## src/rtl/parking_lot_fsm.sv

```systemverilog
// ----------------------------------------------------------------------------
// parking_lot_fsm
// Gate controller and occupancy counter for a car park. Two light-barrier
// sensors (a = outer, b = inner) are synchronised into the clock domain and
// decoded by a sequence FSM into entry and exit events. A saturating counter
// tracks occupancy. Illegal sensor orderings park the FSM in ERR until both
// beams are clear again.
// ----------------------------------------------------------------------------
module parking_lot_fsm #(
    parameter int CAPACITY = 15,
    parameter int CNT_W    = 4
) (
    input  logic             clk,
    input  logic             reset,
    input  logic             a,
    input  logic             b,
    output logic [CNT_W-1:0] count,
    output logic             enter_pulse,
    output logic             exit_pulse,
    output logic             reject,
    output logic             err,
    output logic             full,
    output logic             empty
);

    // Gate sequence states. EN* walk the outer->inner order of an arriving
    // car, EX* the inner->outer order of a leaving car.
    typedef enum logic [2:0] {
        IDLE = 3'd0,
        EN1  = 3'd1,
        EN2  = 3'd2,
        EN3  = 3'd3,
        EX1  = 3'd4,
        EX2  = 3'd5,
        EX3  = 3'd6,
        ERR  = 3'd7
    } state_t;

    localparam logic [CNT_W-1:0] CNT_ZERO = {CNT_W{1'b0}};
    localparam logic [CNT_W-1:0] CNT_ONE  = {{(CNT_W-1){1'b0}}, 1'b1};
    localparam logic [CNT_W-1:0] CNT_MAX  = CNT_W'(CAPACITY);

    // Sensor patterns as seen on {a_s, b_s}.
    localparam logic [1:0] PAT_CLEAR = 2'b00;
    localparam logic [1:0] PAT_INNER = 2'b01;
    localparam logic [1:0] PAT_OUTER = 2'b10;
    localparam logic [1:0] PAT_BOTH  = 2'b11;

    // Two-flop synchronisers for the asynchronous sensor inputs.
    logic a_meta_r;
    logic a_sync_r;
    logic b_meta_r;
    logic b_sync_r;

    // FSM and output registers.
    state_t           state_r;
    logic [CNT_W-1:0] count_r;
    logic             enter_pulse_r;
    logic             exit_pulse_r;
    logic             reject_r;
    logic             err_r;

    // Combinational decode of the synchronised pattern.
    logic [1:0]       ab_s;
    state_t           next_state_s;
    logic             entry_evt_s;
    logic             exit_evt_s;
    logic             accept_entry_s;
    logic             accept_exit_s;
    logic             reject_evt_s;
    logic [CNT_W-1:0] next_count_s;

    assign ab_s = {a_sync_r, b_sync_r};

    // Synchronise both sensors through two flops; cleared by reset.
    always_ff @(posedge clk or negedge reset) begin
        if (!reset) begin
            a_meta_r <= 1'b0;
            a_sync_r <= 1'b0;
            b_meta_r <= 1'b0;
            b_sync_r <= 1'b0;
        end else begin
            a_meta_r <= a;
            a_sync_r <= a_meta_r;
            b_meta_r <= b;
            b_sync_r <= b_meta_r;
        end
    end

    // Next-state decode: listed patterns move, unlisted patterns hold, the
    // contradictory pattern of each state goes to ERR.
    always_comb begin
        next_state_s = state_r;
        entry_evt_s  = 1'b0;
        exit_evt_s   = 1'b0;
        case (state_r)
            IDLE: begin
                case (ab_s)
                    PAT_OUTER: next_state_s = EN1;
                    PAT_INNER: next_state_s = EX1;
                    PAT_BOTH:  next_state_s = ERR;
                    default:   next_state_s = IDLE;
                endcase
            end
            EN1: begin
                case (ab_s)
                    PAT_BOTH:  next_state_s = EN2;
                    PAT_CLEAR: next_state_s = IDLE;   // car backed out
                    PAT_INNER: next_state_s = ERR;
                    default:   next_state_s = EN1;
                endcase
            end
            EN2: begin
                case (ab_s)
                    PAT_INNER: next_state_s = EN3;
                    PAT_OUTER: next_state_s = EN1;
                    PAT_CLEAR: next_state_s = ERR;
                    default:   next_state_s = EN2;
                endcase
            end
            EN3: begin
                case (ab_s)
                    PAT_BOTH:  next_state_s = EN2;
                    PAT_OUTER: next_state_s = ERR;
                    PAT_CLEAR: begin
                        next_state_s = IDLE;
                        entry_evt_s  = 1'b1;
                    end
                    default:   next_state_s = EN3;
                endcase
            end
            EX1: begin
                case (ab_s)
                    PAT_BOTH:  next_state_s = EX2;
                    PAT_CLEAR: next_state_s = IDLE;   // car backed in
                    PAT_OUTER: next_state_s = ERR;
                    default:   next_state_s = EX1;
                endcase
            end
            EX2: begin
                case (ab_s)
                    PAT_OUTER: next_state_s = EX3;
                    PAT_INNER: next_state_s = EX1;
                    PAT_CLEAR: next_state_s = ERR;
                    default:   next_state_s = EX2;
                endcase
            end
            EX3: begin
                case (ab_s)
                    PAT_BOTH:  next_state_s = EX2;
                    PAT_INNER: next_state_s = ERR;
                    PAT_CLEAR: begin
                        next_state_s = IDLE;
                        exit_evt_s   = 1'b1;
                    end
                    default:   next_state_s = EX3;
                endcase
            end
            ERR: begin
                if (ab_s == PAT_CLEAR) begin
                    next_state_s = IDLE;
                end else begin
                    next_state_s = ERR;
                end
            end
            default: next_state_s = IDLE;
        endcase
    end

    // Resolve events against the current occupancy; the counter never wraps.
    always_comb begin
        accept_entry_s = 1'b0;
        accept_exit_s  = 1'b0;
        reject_evt_s   = 1'b0;
        next_count_s   = count_r;
        if (entry_evt_s) begin
            if (count_r < CNT_MAX) begin
                accept_entry_s = 1'b1;
                next_count_s   = count_r + CNT_ONE;
            end else begin
                reject_evt_s   = 1'b1;
            end
        end else if (exit_evt_s) begin
            if (count_r > CNT_ZERO) begin
                accept_exit_s  = 1'b1;
                next_count_s   = count_r - CNT_ONE;
            end else begin
                reject_evt_s   = 1'b1;
            end
        end else begin
            next_count_s   = count_r;
        end
    end

    // Gate FSM with registered count, pulses and error level.
    always_ff @(posedge clk or negedge reset) begin
        if (!reset) begin
            state_r       <= IDLE;
            count_r       <= CNT_ZERO;
            enter_pulse_r <= 1'b0;
            exit_pulse_r  <= 1'b0;
            reject_r      <= 1'b0;
            err_r         <= 1'b0;
        end else begin
            state_r       <= next_state_s;
            count_r       <= next_count_s;
            enter_pulse_r <= accept_entry_s;
            exit_pulse_r  <= accept_exit_s;
            reject_r      <= reject_evt_s;
            err_r         <= (next_state_s == ERR);
        end
    end

    assign count       = count_r;
    assign enter_pulse = enter_pulse_r;
    assign exit_pulse  = exit_pulse_r;
    assign reject      = reject_r;
    assign err         = err_r;
    // full/empty are decoded from the registered count.
    assign full        = (count_r == CNT_MAX);
    assign empty       = (count_r == CNT_ZERO);

endmodule
```

## config.mk

```make
export PLATFORM = sky130hd
export DESIGN_NAME = parking_lot_fsm
export DESIGN_NICKNAME = d
export VERILOG_FILES = /design/src/rtl/parking_lot_fsm.sv
export SDC_FILE = /design/constraint.sdc
export NUM_CORES = 1
export LEC_CHECK = 0
export CORE_MARGIN = 8
export CORE_UTILIZATION = 52
export CTS_BUF_LIST = sky130_fd_sc_hd__clkbuf_4 sky130_fd_sc_hd__clkbuf_8 sky130_fd_sc_hd__clkbuf_16
export DETAILED_ROUTE_END_ITERATION = 10
export GPL_ROUTABILITY_DRIVEN = 0
export GPL_TIMING_DRIVEN = 0
export PLACE_DENSITY = 0.85
export SYNTH_ARGS = -nofsm -noshare
export SYNTH_HDL_FRONTEND = slang
export SYNTH_SLANG_ARGS = --single-unit
```

## constraint.sdc

```tcl
create_clock -name clk -period 2.8 [get_ports clk]
set_input_delay 0.56 -clock clk [delete_from_list [all_inputs] [get_ports clk]]
set_output_delay 0.56 -clock clk [all_outputs]
set_load 0.02 [all_outputs]
```

==> results.ini, run 1 <==
[placement]
dpl.hpwl_um = 1500
io_buffers = 13
dpl-instance-area_um2 = 1140
dpl_worst_slack_ps = 570

[routing]
met2_length_um = 936
routedWlPerCell_um = 14.6
drc_errors = 0
wl_um = 1860
dr.pass1.iters = 4
drt_iter0_markers = 14
antenna_left = 0
drt-met1-wl_um = 826
viasPerCell = 5.57
num_vias = 708
top_layer = met4
met3_wirelength_um = 83

[power_and_ir_drop]
p_seq_frac = 0.297
switching_share = 0.407
comb_power_share = 0.590
p_leak_nw = 0.514
clkPwrFrac = 0.113
p_int_mw = 0.694
power_mw = 1.17
p_sw_mw = 0.476
power.density_nw_per_um2 = 999
peakVddDrop_mv = 0.843

[grt]
track_usage = 0.115
grt_pass1_wl_um = 3120
grt_max_degree = 16
grt_overflow = 0
antenna_found_initial = 0
first_global_vias = 683

[clock_network]
cts_hold_buf = 0
cts_inserted_buffers = 3
cts.clk_slew.worst_paths_ps = 90
cts.sinks = 15
insertion_delay_ps = 280
cts_tree = yes
cts_resized = 0
cts-root-buf = clkbuf_4
clockBufferDepth = 2
htreeDepth = 1
postCtsSetupRepairBufs = 0

[sta]
fin_crit_ps = 2470
timing.final.ws_setup_ps = 334
rsz0062_at_grt = false
period_share = 0.881
tns_ps = 0
fmax_mhz = 406
maxSlewViolCount = 0
hold_viol = 0
skew_ps = 7.43
tightest_slew_ps = 650
relSlewSlack = 0.565
setup_violations = 0

[setup_path]
ff2ff_path_depth = 8
endpoint = empty
startpoint_type = register
worstPathRequired_ps = 2240
worstPathArrival_ps = 1910
critical_path_class = register to primary output
r2r_setup_slack_ps = 570
r2r_start = a_sync_r
reg2reg_to = count[3]
crit_fanout = 6
critPathLaunch = count[0]
critPathCaptureType = primary output

[layout]
mostFrequentLayoutCell = dfrtp_1
final_cell_mix = dfrtp_1, clkdlybuf4s50_1, ha_1, inv_1, a21oi_1
fin_area_um2 = 1170
final_util = 0.671
fillCellCount = 133
drive_gt1_frac = 0.206
syn_to_final_growth_pct = 19.5
final_nets = 118
diodes = 0

[flow_run]
drv_cap = 0

[synthesis]
synth_fp_nets = 100
synth_flop_cell = dfrtp_1
synth_top_area_share = 0.383
synthTopCellsByArea = dfrtp_1, ha_1, mux2_4
synth_cell_types = 39
synth_top_area_cell = dfrtp_1
synth_edf_count = 0
ys_warn_count = 0
mappedNetlistArea_um2 = 980
yosysSeqAreaShare = 0.383
synthCells = 85
ys_ff_latch = 15
syn_area_per_cell_um2 = 11.5
async_reset_ff_frac = 1.00

[floorplan]
num_rows = 15
core_um2 = 1750
die_area_um2 = 3530
ios = 14
start_util = 0.561
die_w_um = 59.4
die_y_um = 59.4

[status]
status = complete, no violations

[hold_path]
hold_class = register to register

-- final cells by class --
cell class / instances / area [um^2] / share of cell area
plain buffers: 4 / 41.3 / 0.0353
clock buffers: 4 / 30.0 / 0.0256
inverters: 7 / 26.3 / 0.0224
multi-input cells: 59 / 537 / 0.458
flip-flops and latches: 15 / 375 / 0.321
well taps: 25 / 31.3 / 0.0267
repair buffers: 13 / 130 / 0.111
-- metal layers --
layer / vias up / track usage
li1: 339 / -
met1: 350 / 0.138
met4: 0 / 0.0102
met3: 4 / 0.0456
met5: - / 0
met2: 15 / 0.193
-- worst min path at each step --
stage / from / depth (start not counted) / endpoint
global route: b_meta_r / 0 / b_sync_r
floorplan: reset / 0 / a_meta_r
CTS: b_meta_r / 0 / b_sync_r
global placement: b_meta_r / 0 / b_sync_r
detailed placement: b_meta_r / 0 / b_sync_r
finish: b_meta_r / 0 / b_sync_r
-- metrics by stage --
step / instances / hold slack, ps
after floorplan: 85 / 264
after global placement: 123 / 336
after detailed placement: 123 / 346
after CTS: 127 / 366
after global routing: 127 / 376
final: 127 / 361
-- Yosys cell counts, types with 2 or more instances --
library cell,instances
xor2_1,2
mux2_4,4
buf_6,3
a211oi_1,3
inv_1,6
nor2b_1,2
nor2_1,4
mux2i_1,2
o211ai_1,2
ha_1,10
dfrtp_1,15
a21oi_1,5
-- state kept, by name, indices dropped and copies added, names as in the netlist --
signal,cells
a_meta_r,1
a_sync_r,1
b_meta_r,1
b_sync_r,1
count,4
enter_pulse,1
err,1
exit_pulse,1
reject,1
state_r,3
-- power by group through the flow --
stage	clock (mW)	combinational [mW]	sequential [mW]
after global routing	0.141	0.748	0.358
after floorplan	0	0.463	0.384
after global placement	0	0.667	0.347
final	0.132	0.690	0.347
after CTS	0.136	0.690	0.348
after detailed placement	0	0.689	0.353
-- cell families (layout without fill, tap and decap cells) --
logic type | count (synthesis) | in the layout | synth area share
adders and majority gates | 11 | 11 | 0.148
xor gates and xnor gates | 3 | 3 | 0.0268
DFF | 15 | 15 | 0.383
AOI/OAI and AO/OA | 19 | 19 | 0.151
buffers and inverters | 11 | 28 | 0.0690
muxes | 6 | 6 | 0.0817
and+or+nand+nor | 20 | 20 | 0.140
-- worst max-delay path, cell delays in order (launching register included) --
cell and delay (ps):
dfrtp_1 480, nor4_2 460, clkdlybuf4s50_1 690
Note: power is estimated with default switching activity, not from simulation.
==> inputs of run 2 (changes only) <==
Settings changed: CORE_UTILIZATION 52 to 47, PLACE_DENSITY 0.85 to 0.81.
Clock period 2.8 ns to 2.17 ns, I/O delays scaled along.
==> run 2 against run 1 <==
Core utilization shrank 5.7 points. Worst setup slack lost 250 ps. Clock-buffer cell count is the same. Wire length grew 0.97%. Non-clock buffer count stayed put. Sequential power rose by 35%. Sequential share of layout area shrank 0.38 points. First-iteration DRC count decreased by 14%. Largest cell class unchanged. Largest power group unchanged.
==> results.ini, run 2 (synthesis results as in run 1) <==
[status]
status = complete, no violations

[sta]
fin_crit_ps = 2080
holdWs_ps = 353  ; -7.27 ps
period_share = 0.959
maxSlewViolCount = 0  ; unchanged
relSlewSlack = 0.579  ; +0.0133
rsz0062_at_grt = false
fmax_mhz = 480
setup_violations = 0  ; unchanged
tns_ps = 0  ; unchanged
skew_ps = 6.37  ; -1.06 ps
timing.final.ws_setup_ps = 88.3  ; -246 ps
tightest_slew_ps = 630  ; -19.8 ps
hold_viol = 0  ; unchanged

[routing]
drt_iter0_markers = 12  ; -2
routedWlPerCell_um = 14.5  ; -0.60%
num_vias = 703  ; -0.71%
dr.pass1.iters = 4  ; unchanged
wl_um = 1880  ; +0.97%
antenna_left = 0  ; unchanged
viasPerCell = 5.45  ; -2.2%
drc_errors = 0  ; unchanged

[clock_network]
cts.sinks = 15  ; unchanged
clockBufferDepth = 2  ; unchanged
htreeDepth = 1  ; unchanged
cts_tree = yes
cts_hold_buf = 0  ; unchanged
cts_inserted_buffers = 3  ; unchanged
cts.clk_slew.worst_paths_ps = 90  ; about the same
insertion_delay_ps = 280  ; about the same
cts-root-buf = clkbuf_4
postCtsSetupRepairBufs = 0  ; unchanged

[setup_path]
cp_top_family = buffers and inverters
path_buf_inv = 1  ; unchanged
slowest_stage = clkdlybuf4s50_1
crit_chain = and4_2, clkdlybuf4s50_1
critical_path_class = register to primary output
critPathCaptureType = primary output
crit_fanout = 4  ; -2
worstPathArrival_ps = 1650  ; -260 ps
startpoint_type = register
max_stage_delay_ps = 610  ; -80 ps
worstPathRequired_ps = 1740  ; -500 ps

[floorplan]
die_y_um = 61.7  ; +3.8%
die_area_um2 = 3800  ; +7.7%
num_rows = 16  ; +1
die_w_um = 61.7  ; +3.8%
ios = 14  ; unchanged
start_util = 0.499  ; -0.0619
core_um2 = 1960  ; +12%

[power_and_ir_drop]
p_seq_frac = 0.305  ; +0.008
switching_share = 0.410  ; +0.00290
power_mw = 1.54  ; +31%
p_sw_mw = 0.629  ; +32%
p_int_mw = 0.907  ; +31%
comb_power_share = 0.582  ; -0.008
clkPwrFrac = 0.112  ; about the same
peakVddDrop_mv = 0.802  ; -4.9%
p_leak_nw = 0.512  ; -0.31%
power.density_nw_per_um2 = 1270  ; +28%

[layout]
diodes = 0  ; unchanged
syn_to_final_growth_pct = 23.0
final_nets = 118  ; unchanged
final_util = 0.614  ; -0.0568
fin_area_um2 = 1200  ; +2.9%
drive_gt1_frac = 0.294  ; +0.0882
largest_register_ffs = 4  ; unchanged
mostFrequentLayoutCell = clkdlybuf4s50_1
final_cell_mix = clkdlybuf4s50_1, dfrtp_1, ha_1, a21oi_1, dfrtp_2
finalNonFillerCells = 129  ; +1.6%

[grt]
grt_overflow = 0  ; unchanged
grtUsageMet2 = 0.191  ; -0.00206
use_met1 = 0.143  ; +0.00488
grt_pass1_wl_um = 3250  ; +4.2%
first_global_vias = 663  ; -2.9%
grt-busiest-layer = met2
track_usage = 0.113  ; -0.00133
grt_max_degree = 16  ; unchanged
met3_usage = 0.0292  ; -0.0163
antenna_found_initial = 0  ; unchanged

[placement]
dpl-instance-area_um2 = 1140  ; +0.22%
dpl.hpwl_um = 1490  ; -0.19%
io_buffers = 13  ; unchanged
dpl_worst_slack_ps = -93.6  ; -663 ps
post-place-cells = 125  ; +1.6%

[flow_run]
drv_cap = 0  ; unchanged

[hold_path]
hold_class = register to register

run 2: power groups by stage:
stage | logic [mW] | clock network [mW] | registers, mW
floorplan | 0.598 | 0 | 0.496
global placement | 0.859 | 0 | 0.447
detailed placement | 0.883 | 0 | 0.456
CTS | 0.890 | 0.176 | 0.465
global route | 0.970 | 0.186 | 0.482
finish | 0.894 | 0.172 | 0.469
run 2: path summary, 6_finish.rpt:
| check | start | endpoint | slack [ps] | cells past startpoint |
|---|---|---|---|---|
| min | a_meta_r | a_sync_r | 350 | 0 |
| max in group asynchronous | reset | a_sync_r | 1180 | 1 |
| min in group asynchronous | reset | enter_pulse | 530 | 1 |
| min reg2reg | a_meta_r | a_sync_r | 350 | 0 |
| max | count[3] | full | 90 | 2 |
| max reg2reg | a_sync_r | count[3] | 170 | 8 |
run 2: area by class of cell:
class | count | area, um^2
Sequential cell | 15 | 382
Clock buffer | 4 | 30.0
Buffer | 4 | 41.3
Multi-Input combinational cell | 59 | 563
Tap cell | 27 | 33.8
Fill cell | 165 | 757
Inverter | 7 | 26.3
Timing Repair Buffer | 13 | 129
run 2: metal layers:
layer	wire length (um)	vias up
met2	945	24
met4	18	0
met1	814	337
li1	-	337
met5	0	-
met3	97	5
run 2: what timing repair did:
| item | CTS | global route |
|---|---|---|
| gates resized for setup | 5 | 7 |
| setup endpoints to repair | 2 | 2 |
| endpoints found under the hold margin | 0 | 0 |
